--- src/rtl/eth_tx_pkg.sv ---
// Shared definitions for the frame-granular GMII transmit arbiter.
package eth_tx_pkg;

    typedef enum logic [1:0] {
        ST_IDLE  = 2'd0,
        ST_GRANT = 2'd1,
        ST_SEND  = 2'd2,
        ST_IFG   = 2'd3
    } tx_state_e;

    localparam int IFG_CYCLES_DEF = 12;

    localparam int SRC_ARP  = 0;
    localparam int SRC_UDP  = 1;
    localparam int SRC_ICMP = 2;

    function automatic int max2(input int a, input int b);
        return (a > b) ? a : b;
    endfunction

endpackage

--- src/rtl/eth_tx_rr_pick.sv ---
// Combinational round-robin picker: first eligible requester after ptr,
// wrapping modulo NUM_SRC; masked requesters are never eligible.
module eth_tx_rr_pick #(
    parameter int NUM_SRC = 3,
    parameter int IW      = $clog2(NUM_SRC)
) (
    input  logic [NUM_SRC-1:0] req,
    input  logic [NUM_SRC-1:0] mask,
    input  logic [IW-1:0]      ptr,
    output logic [NUM_SRC-1:0] onehot,
    output logic [IW-1:0]      idx,
    output logic               valid
);

    localparam logic [IW-1:0] LAST = IW'(NUM_SRC - 1);

    logic [NUM_SRC-1:0] eligible;
    logic [IW-1:0]      cand;

    always_comb begin
        eligible = req & ~mask;
        valid    = 1'b0;
        idx      = '0;
        cand     = ptr;
        // Walk ptr+1 .. ptr+NUM_SRC so the last winner has lowest priority.
        for (int k = 0; k < NUM_SRC; k++) begin
            cand = (cand == LAST) ? '0 : cand + IW'(1);
            if (!valid && eligible[cand]) begin
                valid = 1'b1;
                idx   = cand;
            end
        end
        onehot = valid ? (NUM_SRC'(1) << idx) : '0;
    end

endmodule

--- src/rtl/eth_tx_arbiter.sv ---
// Round-robin, frame-granular arbiter sharing one GMII TX port between sources.
// Define ETH_TX_WDOG_EN to enable the stuck-grant watchdog and abort mask.
module eth_tx_arbiter
    import eth_tx_pkg::*;
#(
    parameter int NUM_SRC          = 3,
    parameter int IFG_CYCLES       = IFG_CYCLES_DEF,
    parameter int START_TIMEOUT    = 64,
    parameter int MAX_FRAME_CYCLES = 2048
) (
    input  logic                 clk,
    input  logic                 rst,
    input  logic [NUM_SRC-1:0]   src_req,
    output logic [NUM_SRC-1:0]   src_gnt,
    input  logic [NUM_SRC-1:0]   src_tx_en,
    input  logic [8*NUM_SRC-1:0] src_txd,
    output logic                 gmii_tx_en,
    output logic [7:0]           gmii_txd,
    output logic                 busy,
    output logic [2:0]           cur_src,
    output logic                 wdog_abort
);

    localparam int IW  = $clog2(NUM_SRC);
    localparam int ICW = $clog2(IFG_CYCLES + 1);
    localparam logic [ICW-1:0] IFG_LOAD = ICW'(IFG_CYCLES - 1);

    if (NUM_SRC < 2 || NUM_SRC > 8 || IFG_CYCLES < 1 ||
        START_TIMEOUT < 1 || MAX_FRAME_CYCLES < 1) begin : g_bad_param
        $error("eth_tx_arbiter: parameter out of range");
    end

    tx_state_e          state;
    logic [IW-1:0]      ptr;
    logic [ICW-1:0]     ifg_cnt;
    logic [NUM_SRC-1:0] abort_mask;
    logic               wdog_fire;

    logic [NUM_SRC-1:0] pick_oh;
    logic [IW-1:0]      pick_idx;
    logic               pick_vld;
    logic               sel_req;
    logic               sel_tx_en;
    logic [7:0]         sel_txd;

    eth_tx_rr_pick #(.NUM_SRC(NUM_SRC), .IW(IW)) u_pick (
        .req    (src_req),
        .mask   (abort_mask),
        .ptr    (ptr),
        .onehot (pick_oh),
        .idx    (pick_idx),
        .valid  (pick_vld)
    );

    // ptr doubles as the active source while a grant is held.
    assign sel_req   = src_req[ptr];
    assign sel_tx_en = src_tx_en[ptr];

    always_comb begin
        sel_txd = '0;
        for (int i = 0; i < NUM_SRC; i++) begin
            if (ptr == IW'(i)) sel_txd = src_txd[8*i +: 8];
        end
    end

    assign busy = (state != ST_IDLE);

    always_ff @(posedge clk) begin
        if (rst) begin
            state      <= ST_IDLE;
            src_gnt    <= '0;
            gmii_tx_en <= 1'b0;
            gmii_txd   <= '0;
            cur_src    <= '0;
            ptr        <= IW'(NUM_SRC - 1);
            ifg_cnt    <= '0;
        end else if (wdog_fire) begin
            state      <= ST_IFG;
            src_gnt    <= '0;
            gmii_tx_en <= 1'b0;
            gmii_txd   <= '0;
            ifg_cnt    <= IFG_LOAD;
        end else begin
            case (state)
                ST_IDLE: begin
                    if (pick_vld) begin
                        state   <= ST_GRANT;
                        src_gnt <= pick_oh;
                        ptr     <= pick_idx;
                        cur_src <= 3'(pick_idx);
                    end
                end
                ST_GRANT: begin
                    if (sel_tx_en) begin
                        state      <= ST_SEND;
                        gmii_tx_en <= 1'b1;
                        gmii_txd   <= sel_txd;
                    end else if (!sel_req) begin
                        // Abandoned before any data: no gap needed.
                        state   <= ST_IDLE;
                        src_gnt <= '0;
                    end
                end
                ST_SEND: begin
                    if (sel_tx_en) begin
                        gmii_txd <= sel_txd;
                    end else begin
                        state      <= ST_IFG;
                        src_gnt    <= '0;
                        gmii_tx_en <= 1'b0;
                        gmii_txd   <= '0;
                        ifg_cnt    <= IFG_LOAD;
                    end
                end
                ST_IFG: begin
                    if (ifg_cnt == '0) state <= ST_IDLE;
                    else               ifg_cnt <= ifg_cnt - ICW'(1);
                end
                default: state <= ST_IDLE;
            endcase
        end
    end

`ifdef ETH_TX_WDOG_EN
    localparam int TW = $clog2(max2(START_TIMEOUT, MAX_FRAME_CYCLES) + 1);

    logic [TW-1:0] tmr;

    // Normal exits (tx_en seen, req dropped, frame end) take precedence.
    assign wdog_fire =
        (state == ST_GRANT && !sel_tx_en && sel_req && tmr == TW'(START_TIMEOUT - 1)) ||
        (state == ST_SEND  &&  sel_tx_en && tmr == TW'(MAX_FRAME_CYCLES - 1));

    always_ff @(posedge clk) begin
        if (rst) begin
            tmr        <= '0;
            abort_mask <= '0;
            wdog_abort <= 1'b0;
        end else begin
            wdog_abort <= wdog_fire;
            if (state == ST_IDLE || state == ST_IFG || (state == ST_GRANT && sel_tx_en))
                tmr <= '0;
            else
                tmr <= tmr + TW'(1);
            // An aborted source stays out until it has gone fully quiet.
            abort_mask <= (abort_mask & (src_tx_en | src_req)) | (wdog_fire ? src_gnt : '0);
        end
    end
`else
    assign wdog_fire  = 1'b0;
    assign abort_mask = '0;
    assign wdog_abort = 1'b0;
`endif

endmodule

--- config.mk ---
export PLATFORM = sky130hd
export DESIGN_NAME = eth_tx_arbiter
export DESIGN_NICKNAME = d
export VERILOG_FILES = /design/src/rtl/eth_tx_pkg.sv /design/src/rtl/eth_tx_rr_pick.sv /design/src/rtl/eth_tx_arbiter.sv
export SDC_FILE = /design/constraint.sdc
export NUM_CORES = 1
export LEC_CHECK = 0
export CAP_MARGIN = 20
export CORE_MARGIN = 1
export CORE_UTILIZATION = 40
export DETAILED_ROUTE_END_ITERATION = 10
export PLACE_DENSITY = 0.79
export SETUP_SLACK_MARGIN = 0.3
export SLEW_MARGIN = 20
export SYNTH_ARGS = -nofsm -noshare
export SYNTH_HDL_FRONTEND = slang
export SYNTH_SLANG_ARGS = --single-unit
--- constraint.sdc ---
create_clock -name clk -period 1.69 [get_ports clk]
set_input_delay 0.338 -clock clk [delete_from_list [all_inputs] [get_ports clk]]
set_output_delay 0.338 -clock clk [all_outputs]
set_load 0.01 [all_outputs]
; After elaboration in Yosys (flattened, before gate mapping)
; Cells that the tools add are included.
; W data, S select, Z words.
[classes]
n_lt_le_gt_ge = 4
n_reduce_logical = 17
n_eq_ne = 15
muxes = 42
n_addsub = 4
shift = 1
[op_table]
columns = op, n
row1 = $mux W8, 5
row2 = $mux W2, 11
row3 = $pmux W8 S2, 1
row4 = $ne A2 B2 Y1 const B, 7
row5 = $lt A2 B3 Y1 const B, 4
row6 = $mux W3, 4
row7 = $bmux W1 S2, 5
row8 = $eq A2 B2 Y1 const B, 5
row9 = $mux W1, 10
row10 = $pmux W3 S3, 1
row11 = $mux W4, 2
row12 = $pmux W2 S4, 1
row13 = $pmux W4 S2, 1
row14 = $add A2 B1 Y2 const B, 3
row15 = $reduce_and A3 Y1, 2
row16 = $reduce_bool A2 Y1, 3
row17 = $reduce_and A5 Y1, 1
row18 = $eq A2 B1 Y1 const B, 2
row19 = $logic_not A2 Y1, 2
row20 = $logic_not A4 Y1, 1
row21 = $reduce_and A2 Y1, 2
row22 = $reduce_and A4 Y1, 1
row23 = $sub A4 B1 Y4 const B, 1
row24 = $ne A3 B3 Y1 const B, 1
row25 = 5 further kinds, 7
[word_totals]
regBits = 22

; Longest topological paths before layout
[logic_depth]
depth_word = 14
mapped_depth = 7
ltp_nobuf = 7

; Hierarchy
; From an unflattened synthesis, not the netlist that was laid out.
[hier_totals]
hier_cells = 165
hier_area_um2 = 1405.1
[modules_own_cells]
columns = mod, seq_area_each_um2, area_each_um2, cells_each, instances
row1 = eth_tx_arbiter, 420.4, 1286.2, 150, 1
row2 = eth_tx_rr_pick, 0.0, 118.9, 15, 1

; Least setup slack after synthesis
; No wires, ideal clock.
[synth_path]
path_kind = register to register
startpoint = register state[0]
endpoint = register src_gnt[2]
stages_incl_launch_ff = 8
period_less_slack_ns = 1.773
t_arrival_ns = 1.650
setup_slack_ns = -0.083
required_time_ns = 1.567
path_cell_list = dfxtp_1 inv_1 ha_1 buf_1 nor2_1 nor2_2 a211oi_4 mux2_1
[synth_via]
elab_chain_len = 3
word_cells_on_any_way = 10
[synth_rtl]
columns = item, line
row1 = "start, declared", eth_tx_arbiter.sv:33  ; tx_state_e state;
row2 = "start signal, assigned", eth_tx_arbiter.sv:70  ; state <= ST_IDLE;
row3 = "start signal, assigned", eth_tx_arbiter.sv:78  ; state <= ST_IFG;
row4 = "start signal, assigned", eth_tx_arbiter.sv:87  ; state <= ST_GRANT;
row5 = "$eq A2 B1 Y1, or another cell as far along", eth_tx_arbiter.sv:84  ; case (state)
row6 = $ne A2 B2 Y1 (no source line) / $reduce_bool A3 Y1 (equally long branches), n/a
row7 = $reduce_and A5 Y1 (no source line), n/a
row8 = "end signal, assigned", eth_tx_arbiter.sv:88  ; src_gnt <= pick_oh;
row9 = "end, declared", eth_tx_arbiter.sv:14  ; output logic [NUM_SRC-1:0] src_gnt,
; Several ways; a longest one is shown, not always the timed one.
; A chain may end at the register's enable or synchronous reset.

==> flow_metrics.py <==
metrics = {
    "die": {
        "dieArea_mm2": 0.00360,
        "die_x_um": 60.0,
        "core-area_mm2": 0.00313,
        "ios": 49,
        "rows": 20,
        "die_h_um": 60.0,
        "initial_core_util_pct": 43.0,
    },
    "logic_synthesis": {
        "synth_compound_area_share_pct": 22.5,
        "synth-xor-area-share_pct": 1.30,
        "synth-simple-area-share_pct": 17.9,
        "synth_most_common_cell": "dfxtp_1",
        "synth_common_cells": "dfxtp_1, nand2_1, nor2_1, inv_1, mux2i_1",
        "syn_area_per_cell_um2": 8.58,
        "synth_edf_count": 0,
        "netlist_area_mm2": 0.00135,
        "synth_warnings": 0,
        "synth_top_cell_by_area": "dfxtp_1",
        "synth_mux_area_share_pct": 12.9,
        "synth_fa_ha_area_share_pct": 6.51,
        "synth_seq_cells": 21,
        "synthTopCellsByArea": "dfxtp_1, mux2i_1, ha_1",
        "synth_ff_type": "dfxtp_1",
        "synth_top_family_by_area": "compound AO/OA/AOI/OAI gates",
        "synth_cell_types": 42,
        "yosysSeqAreaShare_pct": 31.2,
        "synthArstFlopShare_pct": 0,
        "synth_top_area_share_pct": 31.2,
        "syn_inst": 157,
    },
    "sta": {
        "post-route-period-util_pct": 102,
        "hold_violations": 0,
        "tns_ns": -0.0309,
        "timing.fmax_mhz": 581,
        "layout_setup_ws_ns": -0.0309,
        "setup_viol": 1,
        "hold_ws_ns": 0.473,
        "min_period_ns": 1.72,
        "finClkSkew_ns": 0.0108,
        "rsz0062_at_grt": "yes",
        "finalMaxSlewViolations": 0,
    },
    "critical_path": {
        "cp.arrival_ns": 1.98,
        "r2r-start": "ptr[1]",
        "worstSetupPathType": "reg -> reg",
        "cp_data_required_time_ns": 1.95,
        "start_kind": "register",
        "rrSetupSlack_ns": -0.03,
        "setup.worst_path.start": "ptr[1]",
        "critPathCaptureType": "register",
        "crit_fanout": 5,
        "reg2reg_depth": 5,
    },
    "layout": {
        "drive_gt1_share_pct": 27.9,
        "n_antenna_cell": 0,
        "instances_no_fill": 270,
        "fin_nets": 266,
        "area_growth_pct": 60.9,
        "fillers": 232,
    },
    "route": {
        "ant_nets": 0,
        "finalWirelength_um": 4160,
        "vias": 1425,
        "drt_iter0_drc": 53,
        "drc": 0,
        "via_per_inst": 5.28,
        "wire_per_inst_um": 15.4,
        "drt-pass1-iter-count": 4,
    },
    "run_status": {
        "status": "complete, but fails checks",
        "violations": "negative setup slack",
    },
    "clocking": {
        "cts.clk_slew.worst_paths_ns": 0.14,
        "h-tree-depth": 1,
        "clock_sinks": 21,
        "tritoncts": "built",
        "root_buffer": "clkbuf_4",
        "insertion_delay_ns": 0.32,
        "clock_path_buffers": 2,
        "cts-buffers-inserted": 3,
    },
    "placed_design": {
        "hpwlAfterDp_um": 2790,
        "placedCellCount": 257,
        "pre_cts_slack_ns": -0.365,
        "place.gp.congestion": 0.762,
        "port_buffers": 46,
    },
    "pwr": {
        "seqPwrFrac_pct": 35.2,
        "leakagePower_nw": 0.984,
        "switchingPower_mw": 0.607,
        "cellPowerDensity_mw_per_mm2": 784,
        "combPwrFrac_pct": 49.0,
        "swShare_pct": 35.8,
        "p_clk_share_pct": 15.8,
        "peakVddDrop_mv": 0.495,
        "total_power_mw": 1.70,
        "intPower_mw": 1.09,
    },
    "flow_run": {
        "maxCapViolCount": 0,
    },
    "global_route": {
        "grtUsageTotal_pct": 22.3,
        "grt-ovfl-total": 0,
        "grt_pass1_vias": 1402,
        "antenna_found_initial": 0,
        "grt_max_degree": 14,
        "grt_pass1_wl_um": 6010,
    },
    "hold_path": {
        "min-delay-path-class": "reg -> reg",
    },
}
sequential cells by signal, summed over array words and instances (netlist names), named ones only:
| register | count |
|---|---|
| gmii_tx_en | 1 |
| src_gnt | 3 |
| ptr | 2 |
| state | 1 |
| gmii_txd | 8 |
| cur_src | 1 |
| ifg_cnt | 4 |
worst min-delay path by stage:
stage	start	cells after the start	slack (ns)	endpoint
6_report	ifg_cnt[0]	1	0.47	ifg_cnt[0]
3_5_place_dp	src_gnt[0]	2	0.45	src_gnt[0]
2_1_floorplan	ifg_cnt[0]	1	0.45	ifg_cnt[0]
5_1_grt	src_gnt[0]	2	0.48	src_gnt[0]
4_1_cts	cur_src[1]	2	0.48	cur_src[1]
3_3_place_gp	src_gnt[1]	2	0.45	src_gnt[1]
layout by cell type, fill, tap and decap left out, types with 3 or more instances in the layout:
cell and count:
o21ai_0 9, a22oi_2 3, nor2b_1 4, dlygate4sd2_1 16, buf_4 21, ha_1 3
mux2i_1 11, nand2_1 15, nand2b_1 3, a22oi_1 6, clkbuf_4 3, clkdlybuf4s50_1 29
buf_6 6, a21oi_1 5, inv_1 9, nor2_1 12, mux2_4 3, or3_1 3
dfxtp_1 17
power by group through the flow:
stage	registers, mW	logic (mW)	clock network, mW
final	0.598	0.832	0.268
after detailed placement	0.611	0.706	0
after CTS	0.597	0.729	0.260
after global routing	0.604	0.890	0.279
after floorplan	0.620	0.385	0
after global placement	0.608	0.685	0
kinds of logic (layout without fill, tap and decap cells):
logic type / count (synthesis) / count (layout)
DFF: 21 / 21
other: 1 / 2
buffers and inverters: 21 / 89
AOI/OAI and AO/OA: 41 / 41
and+or+nand+nor: 49 / 49
xor gates and xnor gates: 2 / 2
adders and majority gates: 7 / 7
muxes: 15 / 15
area by class of cell:
cell class / instances / area (um2) / share of cell area, %
well taps: 44 / 55.1 / 2.54
flip-flops and latches: 21 / 430 / 19.9
repair buffers: 74 / 688 / 31.8
multi-input cells: 116 / 925 / 42.7
clock buffers: 4 / 26.3 / 1.21
inverters: 11 / 41.3 / 1.91
through the flow:
step | util (%) | instance area, um2
after floorplan | - | 1370
after global placement | 62.9 | 1970
final | 69.2 | 2170
after CTS | 65.4 | 2040
after detailed placement | 62.9 | 1970
after global routing | 69.2 | 2170
critical path, stage by stage (launching register included):
cell and delay (ns):
dfxtp_4 0.39, mux2_4 0.32, mux2i_4 0.25, o211ai_2 0.13
or4_4 0.44, a21oi_2 0.14
what timing repair did:
| action | in CTS | in global routing |
|---|---|---|
| resized for setup | 29 | 19 |
| setup buffers | 4 | 5 |
| pin swaps | 10 | 6 |
| hold buffers | 0 | 0 |
| endpoints found under the setup margin | 33 | 21 |
routing by layer:
| metal | vias up | part of all wire, % | routed length (um) | track usage [%] |
|---|---|---|---|---|
| li1 | 681 | - | - | - |
| met1 | 686 | 41 | 1720 | 24.5 |
| met2 | 51 | 54 | 2230 | 42.4 |
| met3 | 7 | 3.2 | 135 | 2.38 |
| met4 | 0 | 1.8 | 76 | 9.97 |
| met5 | - | 0 | 0 | 0 |
Power figures use the tool's default switching activity.
